**config.mk**
```make
export PLATFORM = sky130hd
export DESIGN_NAME = wrr_arbiter
export DESIGN_NICKNAME = d
export VERILOG_FILES = /design/src/rtl/wrr_arbiter.sv
export SDC_FILE = /design/constraint.sdc
export NUM_CORES = 1
export LEC_CHECK = 0
export CAP_MARGIN = 20
export CORE_MARGIN = 2
export CORE_UTILIZATION = 40
export CTS_BUF_LIST = sky130_fd_sc_hd__clkbuf_2
export CTS_CLUSTER_DIAMETER = 200
export DETAILED_ROUTE_END_ITERATION = 10
export GPL_TIMING_DRIVEN = 1
export MAX_ROUTING_LAYER = met4
export PLACE_DENSITY = 0.66
export SLEW_MARGIN = 20
export SYNTH_ARGS = -nofsm -noshare
export SYNTH_HDL_FRONTEND = slang
export SYNTH_SLANG_ARGS = --single-unit
```
**constraint.sdc**
```tcl
create_clock -name clk -period 4.75 [get_ports clk]
set_input_delay 1.1875 -clock clk [delete_from_list [all_inputs] [get_ports clk]]
set_output_delay 1.1875 -clock clk [all_outputs]
set_load 0.05 [all_outputs]
```
**src/rtl/wrr_arbiter.sv**
```systemverilog
// Weighted round-robin arbiter: one registered one-hot grant, each new holder keeps the
// resource for up to its programmed weight (0 counts as 1) in consecutive cycles.
// Optional feature: define WRR_ARB_LOCK_EN to add a per-agent lock input that suspends
// quantum expiry while the holder's lock bit is high.
module wrr_arbiter #(
  parameter int unsigned N  = 8,
  parameter int unsigned WW = 4,
  localparam int unsigned IW = (N > 1) ? $clog2(N) : 1
) (
  input  logic          clk,
  input  logic          rst_n,
  input  logic [N-1:0]    req,
  input  logic [N*WW-1:0] weight,
`ifdef WRR_ARB_LOCK_EN
  input  logic [N-1:0]    lock,
`endif
  output logic [N-1:0]    gnt,
  output logic [IW-1:0]   gnt_id,
  output logic            busy
);

  typedef enum logic [0:0] {StIdle, StGrant} state_e;

  state_e        state_q, state_d;
  logic [WW-1:0] cnt_q, cnt_d;
  logic [IW-1:0] last_q, last_d;
  logic [IW-1:0] id_q, id_d;
  logic [N-1:0]  gnt_q, gnt_d;

  logic          win_vld;
  logic [IW-1:0] win_id;
  logic [IW-1:0] cand;
  logic [WW-1:0] win_weight;
  logic          lock_h;
  logic          start_grant;

`ifdef WRR_ARB_LOCK_EN
  assign lock_h = lock[id_q];
`else
  assign lock_h = 1'b0;
`endif

  // Rotating priority search: first set req bit starting at last_q+1, wrapping through 0.
  // A sole requester that is also the holder is found last, giving a fresh quantum.
  always_comb begin
    win_vld = 1'b0;
    win_id  = '0;
    cand    = '0;
    for (int unsigned i = 1; i <= N; i++) begin
      cand = IW'((32'(last_q) + i) % N);
      if (!win_vld && req[cand]) begin
        win_vld = 1'b1;
        win_id  = cand;
      end
    end
  end

  assign win_weight = weight[win_id*WW +: WW];

  // Next-state: keep, count down, hand over, or fall idle.
  always_comb begin
    state_d     = state_q;
    cnt_d       = cnt_q;
    last_d      = last_q;
    id_d        = id_q;
    gnt_d       = gnt_q;
    start_grant = 1'b0;

    case (state_q)
      StIdle: begin
        if (win_vld) start_grant = 1'b1;
      end
      StGrant: begin
        if (!req[id_q]) begin
          if (win_vld) begin
            start_grant = 1'b1;
          end else begin
            state_d = StIdle;
            gnt_d   = '0;
          end
        end else if (cnt_q != '0) begin
          cnt_d = cnt_q - WW'(1);
        end else if (!lock_h) begin
          // Quantum used up; holder's own req guarantees a winner exists.
          start_grant = 1'b1;
        end
      end
      default: begin
        state_d = StIdle;
        gnt_d   = '0;
      end
    endcase

    if (start_grant) begin
      state_d        = StGrant;
      gnt_d          = '0;
      gnt_d[win_id]  = 1'b1;
      id_d           = win_id;
      last_d         = win_id;
      cnt_d          = (win_weight == '0) ? '0 : win_weight - WW'(1);
    end
  end

  // State registers; last_q resets to N-1 so agent 0 has first priority.
  always_ff @(posedge clk or negedge rst_n) begin
    if (!rst_n) begin
      state_q <= StIdle;
      cnt_q   <= '0;
      last_q  <= IW'(N - 1);
      id_q    <= '0;
      gnt_q   <= '0;
    end else begin
      state_q <= state_d;
      cnt_q   <= cnt_d;
      last_q  <= last_d;
      id_q    <= id_d;
      gnt_q   <= gnt_d;
    end
  end

  assign gnt    = gnt_q;
  assign gnt_id = id_q;
  assign busy   = |gnt_q;

endmodule
```
### Word-level counts from Yosys, hierarchy flattened

Index checks and enable logic that the tools add are counted.

* bits in registers: 19
* bits of input ports: 42
* output and inout port bits: 12
* logic and storage cells: 105

* add/sub/neg operators: 10
* order comparisons: 11
* equal/unequal tests: 2
* shift operators: 1
* mux-type cells: 52
* bitwise gates (word level): 1
* reduce and logical (&&, ||, !) cells: 23

Operator list (number)
* 3-bit by 4-bit less-than comparator with 1-bit output (second input constant): 10
* 8-bit 2-to-1 mux: 4
* 32-bit by 6-bit variable part select with 4-bit output: 1
* 1-bit binary-select mux with 3-bit select: 9
* 1-bit 2-to-1 mux: 24
* 3-bit 2-to-1 mux: 8
* 4-bit 2-to-1 mux: 5
* 3-bit adder (second input constant): 4
* 1-bit logical AND: 8
* 8-bit OR reduction: 1
* 4-bit by 1-bit subtractor with 4-bit output (second input constant): 2
* 1-bit zero test: 7
* 3-bit by 1-bit adder with 3-bit output (second input constant): 2
* 3-bit by 2-bit adder with 3-bit output (second input constant): 2
* 3-bit AND reduction: 2
* 2-bit nonzero test: 3
* 4-bit zero test: 1
* 4-bit nonzero test: 1
* 1-bit demux with 3-bit select: 1
* 3-bit by 1-bit >= comparator with 1-bit output (second input constant): 1
* 2-bit by 1-bit != test with 1-bit output (second input constant): 1
* 2-bit != test (second input constant): 1
* 1-bit case mux with 2 select lines: 1
* 1-bit NOT: 1

### Depth between registers and ports, before layout

Gate-level depths: netlist (run 1).

* depth in word-level cells: 30
* mapped depth: 16
* mapped depth without buffers: 12

### Worst setup path after synthesis (run 1)

OpenSTA, ideal clock, no wires.

* path kind: input to register
* start point: in req[0]
* end point: reg cnt_q[2]
* library setup time: 81 ps
* arrival: 3990 ps
* data required time: 4669 ps
* path slack: 679 ps
* cell stages on the path: 11
* path buffers: 1
* cells stage by stage: mux2_1 mux4_2 nor3b_2 nand3_2 o21ai_2 buf_6 mux2i_1 mux2i_1 mux2_4 or4b_4 o211ai_2

* longest elaborated chain between the ends: 29
* elaborated cells on any way between the ends: 60
* classes of those cells: add/sub: 1; shift: 1; mux: 39; reduce/logical: 19

RTL lines
* start, declared: line 12 `input logic [N-1:0] req,`
* branches (longest 29 deep; another with 1-bit binary-select mux with 3-bit select)
* end signal, assigned: line 114 `cnt_q <= cnt_d;`
* end, declared: line 25 `logic [WW-1:0] cnt_q, cnt_d;`

Parallel ways; which one is timed is not known. The select of a mux whose other input is x is not followed.
A chain may end at the register's enable or synchronous reset.

### Final worst setup path (run 1)

* start point: in req[3]
* end point: reg cnt_q[0]

Same word-level chain as after synthesis.

==> metrics.cfg, run 1 <==
[outcome]
status = complete, no violations

[floorplan]
die-area_mm2 = 0.00626
io_pins = 54
die_x_um = 79.1
die_y_um = 79.1
start_util = 0.413
row_count = 27
core_mm2 = 0.00547

[cells_and_area]
final_layout_size_suffix_gt1_frac = 0.257
final_common_cell = clkdlybuf4s50_1
layoutNonFillerInstCount = 368
finish.utilization = 0.559
nets = 342
mostFrequentLayoutCells = clkdlybuf4s50_1 (53), mux2i_1 (32), buf_4 (29)
antennaDiodeCount = 0
fin_area_mm2 = 0.00306
area_growth_pct = 35.4

[setup_path]
slowest_delay_ps = 510
start_kind = input port
critPathMaxFanout = 17
critical_path_arrival_ps = 4620
rr_endpoint = cnt_q[0]
slowest_stage = mux4_2
r2r_slack_ps = 700
rr_worst_depth = 13
crit_required_ps = 4950
path_cells = clkdlybuf4s50_1, buf_4, mux4_2, a21bo_2, a311oi_1, a21oi_1, o21ai_2, buf_12, mux2i_1, mux2i_1, mux2_2, buf_4, o311ai_0, a32oi_1
worstSetupEndpointType = register
r2r_start = last_q[1]
critPathKind = input port to register
worstSetupStartpoint = req[3]
crit_family = compound AO/OA/AOI/OAI gates
crit_buf_inv = 4

[placement]
placedCellCount = 364
place_area_mm2 = 0.00304
port-buffer-count = 53
place_congestion = 0.875
dpl.hpwl_um = 4730

[grt]
gr-total-overflow = 0
grtUsageTotal = 0.205
grt_pass1_vias = 2133
grt_antenna_before_repair = 0
grt_pass1_wl_um = 9960
grt_max_degree = 20

[cts]
cts_hold_buf = 0
cts_tree = done
insertion_delay_ps = 320
root_buffer = clkbuf_2
cts_num_sinks = 19
post_cts_buffers = 0
clockBufferDepth = 2
htree_num_levels = 1
cts_resized = 0
numCtsBuffers = 3
clk_pin_slew_worst_paths_ps = 180

[synth]
synth_cell_types = 60
synth.cell_area_mm2 = 0.00226
syn_area_per_cell_um2 = 10.3
yosysSeqAreaShare = 0.212
yosysWarningCount = 0
synth_top_flop_cell = dfrtp_1
synth_fp_nets = 265
async_reset_ff_frac = 1.00
ys_seq_elements = 19
synth-edff-count = 0
syn_inst = 220

[route]
wl_met1_um = 2430
route.met3.wl_um = 321
wl_per_cell_um = 16.1
via_count = 2129
via_per_inst = 5.79
drc = 0
final_antenna_net_count = 0
drt-initial-drc-count = 131
drt_pass1_iterations = 4
dr_wl_met2_um = 3080
finalWirelength_um = 5940
top_layer = met4

[timing]
finalCritPeriodShare = 0.931
rsz0062_at_grt = no
drv_slew = 0
tightest_slew_ps = 853
post-route-min-period_ps = 4420
setup_viol = 0
finalHoldViolations = 0
clock_skew_ps = 14.2
timing.fmax_mhz = 226
whs_ps = 527
relSlewSlack = 0.430

[min_path]
hp-start = cnt_q[3]
min_delay_path_depth = 1
hold_class = register to register
min_delay_worst_endpoint = cnt_q[3]

[flow_run]
cap_violations = 0

flip-flops by register name, summed over array words and instances, names as in the netlist:
register  count
last_q        3
cnt_q         4
gnt           8
state_q       1
gnt_id        3
through the flow:
stage / TNS (ps) / worst slack [ps]
2_1_floorplan: 0 / 679
3_3_place_gp: 0 / 85.5
3_5_place_dp: -5.05 / -5.05
4_1_cts: 0 / 336
5_1_grt: 0 / 111
6_report: 0 / 328
how the worst max path moves through the flow:
| stage | to | slack [ps] | depth (start not counted) |
|---|---|---|---|
| 6_report | cnt_q[0] | 330 | 14 |
| 4_1_cts | cnt_q[0] | 340 | 13 |
| 2_1_floorplan | cnt_q[2] | 680 | 11 |
| 3_3_place_gp | cnt_q[2] | 90 | 13 |
| 5_1_grt | cnt_q[0] | 110 | 11 |
| 3_5_place_dp | cnt_q[0] | -5 | 13 |
cells by family after synthesis:
| family | Yosys count | synth area share |
|---|---|---|
| buffers and inverters | 21 | 0.0620 |
| XOR/XNOR | 4 | 0.0155 |
| AND/OR/NAND/NOR | 53 | 0.122 |
| flip-flops | 19 | 0.212 |
| multiplexers | 61 | 0.378 |
| AO/OA/AOI/OAI | 59 | 0.194 |
| adder cells (fa/ha/maj) | 3 | 0.0166 |
cells in the mapped netlist (4+ instances only):
library cell  instances  area [um2]
a21oi_1               9        45.0
buf_6                 5        56.3
dfrtp_1              16         400
inv_1                 9        33.8
mux2_2                5        56.3
mux2_4                4        60.1
mux2i_1              32         320
mux4_2               17         383
nand2_1              18        67.6
nand2b_1              4        25.0
nor2_1               13        48.8
o211ai_1              5        37.5
o21ai_0              12        60.1
area by class of cell:
type                       instances  area (um2)
multi-input combinational        180        1650
clock inverter                     1        5.00
timing repair buffer              84         788
inverter                           9        33.8
sequential                        19         479
tap                               72        90.1
clock buffer                       3        15.0
fill                             531        2410
metal layers:
metal	GRT usage	vias to the layer above
li1	-	1009
met1	0.250	1041
met2	0.364	69
met3	0.0261	10
met4	0.0448	0
met5	-	-
Power of run 1 is not shown: default switching activity piles up to over one toggle a cycle in this logic, so the estimate is an artifact.
==> inputs of run 2 (changes only) <==
--- a/config.mk
+++ b/config.mk
@@ -13,7 +13,7 @@
 export DETAILED_ROUTE_END_ITERATION = 10
 export GPL_TIMING_DRIVEN = 1
 export MAX_ROUTING_LAYER = met4
-export PLACE_DENSITY = 0.66
+export PLACE_DENSITY_LB_ADDON = 0.15
 export SLEW_MARGIN = 20
 export SYNTH_ARGS = -nofsm -noshare
 export SYNTH_HDL_FRONTEND = slang
==> metrics.cfg, run 2 (synthesized netlist as in run 1, its figures left out) <==
[outcome]
status = complete, no violations

[floorplan]
die_y_um = 79.1
io_pins = 54
row_count = 27
die-area_mm2 = 0.00626
core_mm2 = 0.00547
start_util = 0.413
die_x_um = 79.1

[grt]
gr-total-overflow = 0
grtUsageTotal = 0.202
grt_antenna_before_repair = 0
grt_pass1_wl_um = 10100
grt_max_degree = 20
use_met1 = 0.261
gr-usage-met3 = 0.0239
grt_pass1_vias = 2123
busiest_layer = met2
grt.met2_usage = 0.353

[setup_path]
start_kind = input port
critical_path_arrival_ps = 4660
worstSetupEndpointType = register
critPathKind = input port to register
crit_required_ps = 5010
critPathMaxFanout = 17

[route]
wl_per_cell_um = 16.0
drc = 0
drt-initial-drc-count = 69
final_antenna_net_count = 0
via_per_inst = 5.66
via_count = 2078
finalWirelength_um = 5860
drt_pass1_iterations = 4

[cells_and_area]
antennaDiodeCount = 0
fill_cells = 527
nets = 341
final_common_cell = clkdlybuf4s50_1
largest_reg_flops = 8
final_layout_size_suffix_gt1_frac = 0.254
mostFrequentLayoutCells = clkdlybuf4s50_1 (53), mux2i_1 (32), buf_4 (28)
area_growth_pct = 35.1

[timing]
post-route-min-period_ps = 4400
tightest_slew_ps = 835
drv_slew = 0
finalCritPeriodShare = 0.927
setup_viol = 0
fin_ws_ps = 347
clock_skew_ps = 12.2
timing.fmax_mhz = 227
finalHoldViolations = 0
rsz0062_at_grt = no
relSlewSlack = 0.441

[flow_run]
cap_violations = 0

[cts]
cts_resized = 0
cts_num_sinks = 19
clk_pin_slew_worst_paths_ps = 190
insertion_delay_ps = 310
cts_hold_buf = 0
root_buffer = clkbuf_2
post_cts_buffers = 0
numCtsBuffers = 3
htree_num_levels = 1
clockBufferDepth = 2
cts_tree = done

[placement]
place_congestion = 0.870
place_ws_ps = -1.92
dpl.hpwl_um = 4640
port-buffer-count = 53

[min_path]
hold_class = register to register

## run 2: through the flow
step / setup TNS, ps / area (um2) / util / hold slack, ps / cells
floorplan: 0 / 2260 / - / 466 / 220
global placement: 0 / 3030 / 0.554 / 494 / 363
detailed placement: -1.92 / 3030 / 0.554 / 494 / 363
CTS: 0 / 3050 / 0.557 / 518 / 367
global route: 0 / 3050 / 0.557 / 529 / 367
finish: 0 / 3050 / 0.557 / 514 / 367
## run 2: final timing paths
kind / slack [ps] / cells past startpoint / to / start
max reg2reg: 570 / 13 / cnt_q[2] / last_q[0]
max in group asynchronous: 2910 / 1 / gnt_id[1] / rst_n
max: 350 / 12 / cnt_q[2] / req[4]
min: 510 / 1 / cnt_q[0] / cnt_q[0]
min in group asynchronous: 1320 / 1 / cnt_q[2] / rst_n
min reg2reg: 510 / 1 / cnt_q[0] / cnt_q[0]
## run 2: worst max-delay path, cell delays in order
cell             delay (ps)
clkdlybuf4s50_1         510
mux2_1                  360
mux4_2                  520
nor3b_2                 250
nand3_2                 110
o21ai_2                 200
buf_12                  190
mux2i_1                 240
mux2i_1                 120
mux2_4                  300
or4b_4                  520
o211ai_2                150
## run 2: area by class of cell
type,instances,area [um2],area share
Multi-Input combinational cell,180,1650,0.540
Clock buffer,3,15.0,0.00492
Clock inverter,1,5.00,0.00164
Inverter,9,33.8,0.0111
Timing Repair Buffer,83,781,0.256
Tap cell,72,90.1,0.0295
Sequential cell,19,479,0.157
## run 2: metal layers
metal / up-vias / share of wire
met5: - / 0
met4: 0 / 0.0097
met3: 6 / 0.033
met2: 53 / 0.51
met1: 1010 / 0.44
li1: 1009 / -
Power of run 2 is left out for the same reason.
==> inputs of run 3 (changes only) <==
--- a/config.mk
+++ b/config.mk
@@ -10,6 +10,7 @@
 export CORE_UTILIZATION = 40
 export CTS_BUF_LIST = sky130_fd_sc_hd__clkbuf_2
 export CTS_CLUSTER_DIAMETER = 200
+export CTS_CLUSTER_SIZE = 16
 export DETAILED_ROUTE_END_ITERATION = 10
 export GPL_TIMING_DRIVEN = 1
 export MAX_ROUTING_LAYER = met4
==> results of run 3 <==
Same layout as run 2: the final DEF is identical, and so are final timing and power.
Power of run 3 is left out for the same reason.
